==> config.mk <==
export PLATFORM = sky130hd
export DESIGN_NAME = cell_stim_seq
export DESIGN_NICKNAME = d
export VERILOG_FILES = /design/src/rtl/cell_stim_pkg.sv /design/src/rtl/cell_stim_vecgen.sv /design/src/rtl/cell_stim_seq.sv
export SDC_FILE = /design/constraint.sdc
export NUM_CORES = 1
export LEC_CHECK = 0
export ABC_AREA = 1
export ABC_CLOCK_PERIOD_IN_PS = 1980
export BUFFER_PORTS_ARGS = -buffer_cell sky130_fd_sc_hd__buf_4
export CORE_MARGIN = 2
export CORE_UTILIZATION = 46
export CTS_CLUSTER_SIZE = 40
export DETAILED_ROUTE_END_ITERATION = 7
export MAX_ROUTING_LAYER = met4
export PLACE_DENSITY = 0.69
export SYNTH_ARGS = -nofsm -noshare
export SYNTH_HDL_FRONTEND = slang
export SYNTH_HIERARCHICAL = 1
export SYNTH_SLANG_ARGS = --single-unit
export TNS_END_PERCENT = 50
==> constraint.sdc <==
create_clock -name clk -period 1.98 [get_ports clk]
set_input_delay 0.396 -clock clk [delete_from_list [all_inputs] [get_ports clk]]
set_output_delay 0.396 -clock clk [all_outputs]
set_load 0.005 [all_outputs]
==> src/rtl/cell_stim_pkg.sv <==
// Shared definitions for the NAND4-class cell stimulus sequencer.
//   state_t    : sequencer FSM states
//   MODE_*     : vector ordering selectors
//   *_CNT_W    : widths of the saturating result counters
//   bin2gray() : binary to reflected Gray code mapping
package cell_stim_pkg;

  typedef enum logic [1:0] {
    ST_IDLE   = 2'd0,
    ST_SETTLE = 2'd1,
    ST_SAMPLE = 2'd2,
    ST_FIN    = 2'd3
  } state_t;

  localparam logic MODE_BIN  = 1'b0;
  localparam logic MODE_GRAY = 1'b1;

  localparam int unsigned ERR_CNT_W = 8;
  localparam int unsigned TOG_CNT_W = 16;

  // Widest vector the Gray helper handles; callers zero-extend and truncate.
  localparam int unsigned VEC_MAX_W = 16;

  function automatic logic [VEC_MAX_W-1:0] bin2gray(input logic [VEC_MAX_W-1:0] b);
    return b ^ (b >> 1);
  endfunction

endpackage

==> src/rtl/cell_stim_vecgen.sv <==
// Vector index / pass counter for the cell stimulus sequencer.
//   clk, rstb   : clock, async active-low reset
//   load        : start of run, clears index and captures mode / pass count
//   adv         : step to the next vector
//   mode        : ordering at load (MODE_BIN / MODE_GRAY)
//   repeat_num  : number of passes at load
//   vec_nxt_c   : mapped vector for the index after the current one
//   last_c      : current index is the final vector of the final pass
module cell_stim_vecgen
  import cell_stim_pkg::*;
#(
  parameter int unsigned N_IN     = 4,
  parameter int unsigned REPEAT_W = 8
) (
  input  logic                clk,
  input  logic                rstb,
  input  logic                load,
  input  logic                adv,
  input  logic                mode,
  input  logic [REPEAT_W-1:0] repeat_num,
  output logic [N_IN-1:0]     vec_nxt_c,
  output logic                last_c
);

  logic [N_IN-1:0]     idx_q;
  logic [N_IN-1:0]     idx_inc;
  logic [REPEAT_W-1:0] pass_q;
  logic                mode_q;
  logic                wrap_c;

  // Index increment wraps naturally at 2^N_IN-1 -> 0.
  assign idx_inc = idx_q + N_IN'(1);
  assign wrap_c  = &idx_q;
  assign last_c  = wrap_c && (pass_q == REPEAT_W'(1));

  // Map the upcoming index to the applied vector.
  always_comb begin
    vec_nxt_c = idx_inc;
    if (mode_q == MODE_GRAY) begin
      vec_nxt_c = N_IN'(bin2gray(VEC_MAX_W'(idx_inc)));
    end
  end

  // Index, remaining passes and latched ordering.
  always_ff @(posedge clk or negedge rstb) begin
    if (!rstb) begin
      idx_q  <= '0;
      pass_q <= '0;
      mode_q <= MODE_BIN;
    end else if (load) begin
      idx_q  <= '0;
      pass_q <= repeat_num;
      mode_q <= mode;
    end else if (adv) begin
      idx_q <= idx_inc;
      if (wrap_c) begin
        pass_q <= pass_q - REPEAT_W'(1);
      end
    end
  end

endmodule

==> src/rtl/cell_stim_seq.sv <==
// Stimulus sequencer and checker for a 4-input NAND-class cell.
// Walks every input vector (binary or Gray order) for REPEAT passes, waits
// SETTLE_CYC cycles per vector, samples the cell output, counts mismatches
// against ~&stim and output toggles between consecutive samples.
//   clk, rstb  : clock, async active-low reset
//   start      : run request (IDLE only, blocked by abort)
//   abort      : terminate run, ends with a done pulse
//   mode       : 0 binary, 1 Gray; captured on start
//   repeat_num : pass count; captured on start
//   qn_in      : cell output (combinational return from stim)
//   stim       : registered cell inputs, bit 0 drives IN1
//   busy       : run in progress
//   done       : one-cycle pulse at end of run
//   err_cnt    : saturating mismatch count
//   tog_cnt    : saturating output toggle count
//   err_vld    : at least one mismatch this run
//   err_vec    : first mismatching vector
module cell_stim_seq
  import cell_stim_pkg::*;
#(
  parameter int unsigned N_IN       = 4,
  parameter int unsigned SETTLE_CYC = 2,
  parameter int unsigned REPEAT_W   = 8
) (
  input  logic                 clk,
  input  logic                 rstb,
  input  logic                 start,
  input  logic                 abort,
  input  logic                 mode,
  input  logic [REPEAT_W-1:0]  repeat_num,
  input  logic                 qn_in,
  output logic [N_IN-1:0]      stim,
  output logic                 busy,
  output logic                 done,
  output logic [ERR_CNT_W-1:0] err_cnt,
  output logic [TOG_CNT_W-1:0] tog_cnt,
  output logic                 err_vld,
  output logic [N_IN-1:0]      err_vec
);

  localparam int unsigned SET_W = (SETTLE_CYC > 1) ? $clog2(SETTLE_CYC) : 1;
  localparam logic [SET_W-1:0] SET_LAST = SET_W'(SETTLE_CYC - 1);

  state_t               state_q, state_n;
  logic [SET_W-1:0]     set_cnt_q, set_cnt_n;
  logic                 prev_qn_q, prev_qn_n;
  logic                 first_q, first_n;
  logic [N_IN-1:0]      stim_n;
  logic                 busy_n;
  logic                 done_n;
  logic [ERR_CNT_W-1:0] err_cnt_n;
  logic [TOG_CNT_W-1:0] tog_cnt_n;
  logic                 err_vld_n;
  logic [N_IN-1:0]      err_vec_n;

  logic                 load_c;
  logic                 adv_c;
  logic                 last_c;
  logic [N_IN-1:0]      vec_nxt_c;
  logic                 mismatch_c;
  logic                 toggle_c;

  cell_stim_vecgen #(
    .N_IN     (N_IN),
    .REPEAT_W (REPEAT_W)
  ) u_vecgen (
    .clk        (clk),
    .rstb       (rstb),
    .load       (load_c),
    .adv        (adv_c),
    .mode       (mode),
    .repeat_num (repeat_num),
    .vec_nxt_c  (vec_nxt_c),
    .last_c     (last_c)
  );

  // Good NAND output is 0 only for the all-ones vector.
  assign mismatch_c = (qn_in != (~&stim));
  // The first sample of a run has no predecessor to toggle against.
  assign toggle_c   = !first_q && (qn_in != prev_qn_q);

  // Next-state and next-output logic.
  always_comb begin
    state_n   = state_q;
    set_cnt_n = set_cnt_q;
    prev_qn_n = prev_qn_q;
    first_n   = first_q;
    stim_n    = stim;
    busy_n    = busy;
    done_n    = 1'b0;
    err_cnt_n = err_cnt;
    tog_cnt_n = tog_cnt;
    err_vld_n = err_vld;
    err_vec_n = err_vec;
    load_c    = 1'b0;
    adv_c     = 1'b0;

    unique case (state_q)
      ST_IDLE: begin
        stim_n = '0;
        if (start && !abort) begin
          load_c    = 1'b1;
          err_cnt_n = '0;
          tog_cnt_n = '0;
          err_vld_n = 1'b0;
          err_vec_n = '0;
          first_n   = 1'b1;
          set_cnt_n = '0;
          if (repeat_num == '0) begin
            state_n = ST_FIN;
            done_n  = 1'b1;
          end else begin
            // Index 0 maps to all-zeros in both orderings.
            stim_n  = '0;
            busy_n  = 1'b1;
            state_n = ST_SETTLE;
          end
        end
      end

      ST_SETTLE: begin
        if (abort) begin
          state_n = ST_FIN;
          done_n  = 1'b1;
          stim_n  = '0;
        end else if (set_cnt_q == SET_LAST) begin
          set_cnt_n = '0;
          state_n   = ST_SAMPLE;
        end else begin
          set_cnt_n = set_cnt_q + SET_W'(1);
        end
      end

      ST_SAMPLE: begin
        if (abort) begin
          state_n = ST_FIN;
          done_n  = 1'b1;
          stim_n  = '0;
        end else begin
          if (mismatch_c) begin
            if (err_cnt != '1) begin
              err_cnt_n = err_cnt + ERR_CNT_W'(1);
            end
            if (!err_vld) begin
              err_vld_n = 1'b1;
              err_vec_n = stim;
            end
          end
          if (toggle_c && (tog_cnt != '1)) begin
            tog_cnt_n = tog_cnt + TOG_CNT_W'(1);
          end
          prev_qn_n = qn_in;
          first_n   = 1'b0;
          if (last_c) begin
            state_n = ST_FIN;
            done_n  = 1'b1;
            stim_n  = '0;
          end else begin
            adv_c     = 1'b1;
            stim_n    = vec_nxt_c;
            set_cnt_n = '0;
            state_n   = ST_SETTLE;
          end
        end
      end

      ST_FIN: begin
        busy_n  = 1'b0;
        stim_n  = '0;
        state_n = ST_IDLE;
      end

      default: begin
        state_n = ST_IDLE;
        busy_n  = 1'b0;
        stim_n  = '0;
      end
    endcase
  end

  // State and output registers.
  always_ff @(posedge clk or negedge rstb) begin
    if (!rstb) begin
      state_q   <= ST_IDLE;
      set_cnt_q <= '0;
      prev_qn_q <= 1'b0;
      first_q   <= 1'b1;
      stim      <= '0;
      busy      <= 1'b0;
      done      <= 1'b0;
      err_cnt   <= '0;
      tog_cnt   <= '0;
      err_vld   <= 1'b0;
      err_vec   <= '0;
    end else begin
      state_q   <= state_n;
      set_cnt_q <= set_cnt_n;
      prev_qn_q <= prev_qn_n;
      first_q   <= first_n;
      stim      <= stim_n;
      busy      <= busy_n;
      done      <= done_n;
      err_cnt   <= err_cnt_n;
      tog_cnt   <= tog_cnt_n;
      err_vld   <= err_vld_n;
      err_vec   <= err_vec_n;
    end
  end

endmodule

# Yosys cells after proc, flatten, opt, wreduce, memory -nomap -nowiden

Cells that the tools add are included.

Output and inout bits: 35
Register bits after elaboration: 53

Equal/unequal tests: 19
Bitwise logic cells: 2
Reduce and logical (&&, ||, !) cells: 27
Muxes and demuxes: 57
$add $sub $neg: 5

Operators by type and width:

| kind                                             | number |
|---|---|
| two-way mux 8 bit                                | 7 |
| two-way mux 16 bit                               | 3 |
| two-way mux 4 bit                                | 10 |
| one-hot mux 16 bit (2 select lines)              | 1 |
| two-way mux 1 bit                                | 21 |
| inequality test 2 bit, second input constant     | 10 |
| adder 16 x 1 -> 16 bit, second input constant    | 1 |
| inequality test 16 bit, second input constant    | 1 |
| one-hot mux 8 bit (2 select lines)               | 1 |
| AND reduction 4 bit                              | 4 |
| AND reduction 5 bit                              | 3 |
| two-way mux 2 bit                                | 6 |
| one-hot mux 4 bit (3 select lines)               | 1 |
| adder 8 x 1 -> 8 bit, second input constant      | 1 |
| == test 8 x 1 -> 1 bit, second input constant    | 1 |
| zero test 8 bit                                  | 1 |
| inequality test 8 bit, second input constant     | 1 |
| one-hot mux 2 bit (4 select lines)               | 1 |
| one-hot mux 4 bit (2 select lines)               | 1 |
| nonzero test 2 bit                               | 4 |
| subtractor 8 x 1 -> 8 bit, second input constant | 1 |
| one-hot mux 1 bit (2 select lines)               | 3 |
| one-hot mux 1 bit (3 select lines)               | 2 |
| AND reduction 2 bit                              | 3 |
| other kinds (14)                                 | 22 |

# Longest topological paths before layout

Gate-level depths: netlist of run 1.

Word-level depth: 7
Depth in mapped cells: 13
Depth with buffers taken out: 13

# Hierarchy

Netlist of run 1, hierarchy kept.

By module, submodules not included:

| module           | cells each | times used | area an instance (sq um) |
|---|---|---|---|
| cell_stim_seq    | 308        | 1          | 2312.2 |
| cell_stim_vecgen | 128        | 1          | 888.4 |

# Worst setup path before layout of run 1

No wires, ideal clock.

Path type: register -> register
From: register u_vecgen.idx_q[0]
To: register u_vecgen.pass_q[3]
Clock period less this slack: 1836 ps
Data required time: 1854 ps
Setup time: 126 ps
Stages on the path, launching flop included: 13
Slack: 144 ps
Arrival time: 1710 ps
Path through: dfrtp_1 > ha_1 > nand2_2 > nor2_2 > nand4_1 > nor4_1 > nor2_1 > inv_1 > nor2_2 > nor2_2 > nor2_1 > nand2_1 > o21ai_0

Cells in the longest elaborated chain, start to end: 7
Elaborated cells on any way between the ends: 8
Classes of those cells: mux: 3; reduce/logical: 5

Ends and longest elaborated chain:

| what                                 | line                   | text |
|---|---|---|
| start: declaration                   | cell_stim_vecgen.sv:25 | `logic [N_IN-1:0] idx_q;` |
| start signal: assignment             | cell_stim_vecgen.sv:55 | `idx_q <= idx_inc;` |
| AND reduction 4 bit                  | cell_stim_vecgen.sv:33 | `assign wrap_c = &idx_q;` |
| logical AND 1 bit                    | cell_stim_vecgen.sv:34 | `assign last_c = wrap_c && (pass_q == REPEAT_W'(1));` |
| net last_c                           | cell_stim_seq.sv:58    | `logic last_c;` |
| two-way mux 1 bit                    | cell_stim_seq.sv:154   | `if (last_c) begin` |
| two-way mux 1 bit                    | cell_stim_seq.sv:135   | `if (abort) begin` |
| two-way mux 1 bit                    | cell_stim_seq.sv:98    | `unique case (state_q)` |
| net adv_c                            | cell_stim_seq.sv:57    | `logic adv_c;` |
| nonzero test 2 bit (no source line)  | -                      |  |
| AND reduction 2 bit (no source line) | -                      |  |
| end signal: assignment               | cell_stim_vecgen.sv:52 | `pass_q <= repeat_num;` |
| end signal: assignment               | cell_stim_vecgen.sv:57 | `pass_q <= pass_q - REPEAT_W'(1);` |
| end: declaration                     | cell_stim_vecgen.sv:27 | `logic [REPEAT_W-1:0] pass_q;` |

The timed path passes the listed nets, and every way through them passes these cells.
A chain may end at the register's enable or synchronous reset.

# Final worst setup path of run 1

From: register u_vecgen.idx_q[1]
To: register u_vecgen.pass_q[6]

The elaborated chain is that of the path after synthesis.

==> flow_summary.ini, run 1 <==
[die]
fp-row-count = 30
start_util_pct = 47.37
die_h_um = 87.42
ios = 49
die_area_mm2 = 0.007641
fp.dieW_um = 87.42
coreArea_mm2 = 0.006756

[logic_synthesis]
synth_cell_types = 38
yosysSeqAreaShare_pct = 41.48
synth_ff_type = dfrtp_1
ys_ff_latch = 53
netlist_area_mm2 = 0.003201
yosysTopAreaCellShare_pct = 40.66
syn_avg_cell_area_um2 = 7.341
synth_nets = 455
synthTopCellsByArea = dfrtp_1 41%, nand2_1 17%, nor2_1 6.1%
synth_top_cell_by_area = dfrtp_1
yosysWarningCount = 6
synth_enable_flop_cells = 0
async_flop_share_pct = 100.0
synthCells = 436

[global_route]
overflow = 0
grt_pass1_wl_um = 12240
grt_max_degree = 54
globalRouteTotalUtil_pct = 20.61
antenna_found_initial = 0
grt_pass1_vias = 2748

[clock_network]
cts_sinks = 53
cts_max_level = 2
cts_tree = built
clkSlewWorstSetupHoldPaths_ns = 0.09
clk_latency_ns = 0.30
clockBufferDepth = 2
cts_root_buffer = clkbuf_8
cts_buffers = 5

[setup_path]
endpoint_kind = flop
worst_ep_arrival_time_ns = 2.08
max_stage_delay_ns = 0.42
path_max_fanout = 6
worstPathCellList = ha_4 -> nand2_4 -> nor2_4 -> nand4_1 -> nor4_4 -> nor2_2 -> inv_2 -> nor2_2 -> nor2_4 -> nand2_1 -> nand2_1 -> inv_1 -> nand3_1
reg2reg_slack_ns = 0.14
cp.required_ns = 2.22
worst_path_max_delay_cell = dfrtp_1
crit_path_start_kind = flop
path_class = reg -> reg
r2r_cells = 13
r2r-start = u_vecgen/idx_q[1]
cp_num_buf_inv = 2
reg2reg_to = u_vecgen/pass_q[6]
crit_family = simple AND/OR/NAND/NOR gates

[sta]
worst_pin_slew_ns = 0.6656
worst_hold_slack_ns = 0.1221
setup_ws_ns = 0.1418
hold_viol_final = 0
finalCritPeriodShare_pct = 92.84
maxSlewHeadroom_pct = 55.63
fmax_mhz = 544.0
rsz0062_at_grt = true
setup_viol = 0
skew_ns = 0.008229
final-max-slew-violation-count = 0
period_minus_slack_ns = 1.838

[min_path]
hold_path.class = in -> async

[finish]
fin_nets = 515
diodes = 0
utilization_pct = 56.85
fin_area_mm2 = 0.003841
most-common-layout-cells = 148 x nand2_1, 60 x buf_4, 52 x dfrtp_1
synthToLayoutAreaGrowth_pct = 20.02
final_layout_size_suffix_gt1_share_pct = 20.12
layout_commonest_cell = nand2_1

[detailed_routing]
dr.first_iter.drc_count = 127
drc = 0
wl_per_cell_um = 12.29
wl_um = 7090
drt_first_pass_iters = 5
vias_per_cell = 5.097
ant_nets = 0
vias = 2941

[place]
pre_cts_ws_ns = 0.003143
placed_area_mm2 = 0.003655
hpwl_um = 5391
port_buffers = 48
place_congestion = 0.8638

[pwr]
cellLeakagePower_nw = 1.922
vdd_drop_max_uv = 618.3
powerDensity_mw_per_mm2 = 973.9

[flow_run]
maxCapViolCount = 0

[run_status]
status = completed
-- timing repair --
| action | CTS | global route |
|---|---|---|
| pin swaps | 0 | 9 |
| endpoints found under the setup margin | 2 | 8 |
| buffers inserted | 0 | 5 |
| hold buffers | 0 | 0 |
| gates cloned | 0 | 0 |
| gates resized for setup | 1 | 13 |
-- cell families (layout without fill, tap and decap cells) --
group                      count (synthesis)  after routing  synth area share [%]
AOI/OAI and AO/OA                         48             48                 9.344
DFF                                       53             53                 41.48
adders and majority gates                  5              5                 1.955
and+or+nand+nor                          266            266                 36.32
buffers and inverters                     51            112                 7.114
xor gates and xnor gates                  13             13                 3.792
-- synth_stat cells (5+ instances only) --
library cell    n
nand4_1        11
o21ai_0        11
inv_1          36
nand2_1       148
dfrtp_1        52
nor2_1         52
xor2_1         10
nand2_2         7
o21ai_1        18
nand3_1        35
inv_2           6
ha_1            5
-- state kept, by name (all words and copies together) (netlist names) --
register and flops:
tog_cnt 16, err_cnt 8, u_vecgen/pass_q 8, err_vec 4
stim 4, u_vecgen/idx_q 4, state_q 2, busy 1
done 1, err_vld 1, first_q 1, prev_qn_q 1
set_cnt_q 1, u_vecgen/mode_q 1
-- worst max-delay path by stage --
stage / startpoint / endpoint / slack (ns) / depth (start not counted)
after floorplan: u_vecgen/idx_q[0] / u_vecgen/pass_q[3] / 0.14 / 12
after global placement: u_vecgen/idx_q[1] / u_vecgen/pass_q[3] / 0.09 / 12
final: u_vecgen/idx_q[1] / u_vecgen/pass_q[6] / 0.14 / 13
after detailed placement: u_vecgen/idx_q[1] / u_vecgen/pass_q[3] / 0.003 / 12
after CTS: u_vecgen/idx_q[1] / u_vecgen/pass_q[3] / 0.05 / 12
after global routing: u_vecgen/idx_q[1] / u_vecgen/pass_q[3] / -0.04 / 12
-- cell type report --
cell class                 instances  area (um^2)
clock buffer                       8        90.09
multi-input combinational        332         1700
tap                               80        100.1
timing repair buffer              61        461.7
inverter                          43        161.4
sequential                        53         1328
fill                             660         2915
-- per-layer routing --
metal | part of all wire [%] | global-route usage, %
met1 | 45 | 24.66
met2 | 50 | 36.09
met3 | 3.8 | 3.412
met5 | 0 | -
met4 | 1.1 | 5.035
-- power breakdown --
| part | switching (mW) | internal [mW] |
|---|---|---|
| sequential | 0.252 | 1.32 |
| combinational | 0.958 | 0.585 |
| clock | 0.336 | 0.286 |
-- stage by stage --
step	TNS, ns	instances	total power, mW
CTS	0	572	3.705
finish	0	577	3.741
floorplan	0	436	2.630
detailed placement	0	564	3.068
global route	-0.07328	577	4.065
global placement	0	564	3.031
No activity file was read; power rests on OpenSTA's default activity.
==> run 2: changes to the inputs <==
PLACE_DENSITY = unset   (was 0.69)
PLACE_DENSITY_LB_ADDON = 0.08   (was unset)
==> flow_summary.ini, run 2 (same netlist as run 1, synthesis figures left out) <==
[run_status]
status = completed

[global_route]
globalRouteTotalUtil_pct = 21.16
grt_pass1_vias = 2757
overflow = 0
antenna_found_initial = 0
grt_pass1_wl_um = 12350
grt_max_degree = 54

[sta]
rsz0062_at_grt = true
final-max-slew-violation-count = 0
period_minus_slack_ns = 1.844
worst_pin_slew_ns = 0.6858
hold_viol_final = 0
maxSlewHeadroom_pct = 54.28
worst_hold_slack_ns = 0.1042
skew_ns = 0.009818
setup_viol = 0
finalCritPeriodShare_pct = 93.13
fmax_mhz = 542.3

[finish]
fill_cells = 660
final_layout_size_suffix_gt1_share_pct = 19.96
reg_top3 = tog_cnt: 16 flops, err_cnt: 8 flops, u_vecgen/pass_q: 8 flops
top_register = tog_cnt
diodes = 0
layout_commonest_cell = nand2_1
most-common-layout-cells = 148 x nand2_1, 60 x buf_4, 52 x nor2_1, 52 x dfrtp_1, 36 x inv_1
fin_nets = 514
synthToLayoutAreaGrowth_pct = 18.84
utilization_pct = 56.30
largest_reg_flops = 16

[clock_network]
cts_root_buffer = clkbuf_8
cts_tree = built
hold_buffers = 0
clockBufferDepth = 2
cts_max_level = 2
cts_sinks = 53
cts_buffers = 5
clkSlewWorstSetupHoldPaths_ns = 0.10
clk_latency_ns = 0.31

[detailed_routing]
wl_um = 7220
drt_first_pass_iters = 4
wl_per_cell_um = 12.53
ant_nets = 0
dr.first_iter.drc_count = 104
vias_per_cell = 5.030
vias = 2897
drc = 0

[place]
hpwl_um = 5431
port_buffers = 48
place_congestion = 0.8558

[setup_path]
crit_path_start_kind = flop
endpoint_kind = flop
path_class = reg -> reg
reg2reg_slack_ns = 0.14
worst_ep_arrival_time_ns = 2.04
path_max_fanout = 5
reg2reg_to = u_vecgen/pass_q[1]
r2r-start = u_vecgen/idx_q[1]
r2r_cells = 11
cp.required_ns = 2.17

[die]
die_h_um = 87.42
die_area_mm2 = 0.007641
fp-row-count = 30
ios = 49
coreArea_mm2 = 0.006756
start_util_pct = 47.37
fp.dieW_um = 87.42

[min_path]
hold_path.class = in -> async

[flow_run]
maxCapViolCount = 0

[pwr]
powerDensity_mw_per_mm2 = 975.6
cellLeakagePower_nw = 1.900
vdd_drop_max_uv = 525.2
run 2: repair_timing:
item,CTS,global route
pin swaps,0,3
gates resized for setup,1,5
buffers inserted,0,2
hold endpoints to repair,0,0
endpoints found under the setup margin,1,10
run 2: metrics by stage:
stage	setup TNS, ns	total power, mW	cells	worst slack (ns)	cell area, um^2
final	0	3.711	576	0.1359	3804
after global routing	-0.05582	4.046	576	-0.03268	3804
after global placement	0	3.056	566	0.1294	3670
after floorplan	0	2.630	436	0.1442	3201
after CTS	0	3.731	574	0.02413	3765
after detailed placement	0	3.087	566	0.02172	3670
run 2: layer usage:
layer  track usage, %  up-vias  part of all wire (%)
li1                 -     1530                     -
met5                -        -                     0
met3            3.318        8                   3.6
met4            7.133        0                   1.4
met2            36.91       51                    50
met1            24.75     1308                    45
run 2: cell type report:
type                    instances  area, um^2  area share (%)
clock buffers                   5       68.82           1.809
clock inverters                 3       21.27          0.5592
inverters                      43       161.4           4.243
multi-input cells             332        1674           44.01
flip-flops and latches         53        1328           34.90
well taps                      80       100.1           2.632
repair buffers                 60       450.4           11.84
run 2: where the power goes:
part | internal [mW] | switching [mW] | total, mW
Clock | 0.252 | 0.378 | 0.630
Combinational | 0.565 | 0.960 | 1.52
Sequential | 1.32 | 0.234 | 1.56
Total | 2.14 | 1.57 | 3.71
run 2: worst max-delay path by stage:
stage                                 start                 end  slack (ns)  cells after the start
after CTS                 u_vecgen/idx_q[1]  u_vecgen/pass_q[1]        0.02                     11
final                     u_vecgen/idx_q[1]  u_vecgen/pass_q[1]        0.14                     11
after global placement    u_vecgen/idx_q[1]  u_vecgen/pass_q[3]        0.13                     12
after floorplan           u_vecgen/idx_q[0]  u_vecgen/pass_q[3]        0.14                     12
after global routing      u_vecgen/idx_q[1]  u_vecgen/pass_q[6]       -0.03                     13
after detailed placement  u_vecgen/idx_q[1]  u_vecgen/pass_q[3]        0.02                     12
run 2: critical path: stages (launching register included):
cell      delay [ns]
dfrtp_1         0.38
ha_2            0.21
nand2_2         0.07
nor2_4          0.09
nand4_1         0.10
nor4_2          0.27
nor2_1          0.09
buf_4           0.17
nand2_4         0.09
nand2_4         0.07
o211ai_1        0.08
o21ai_0         0.10
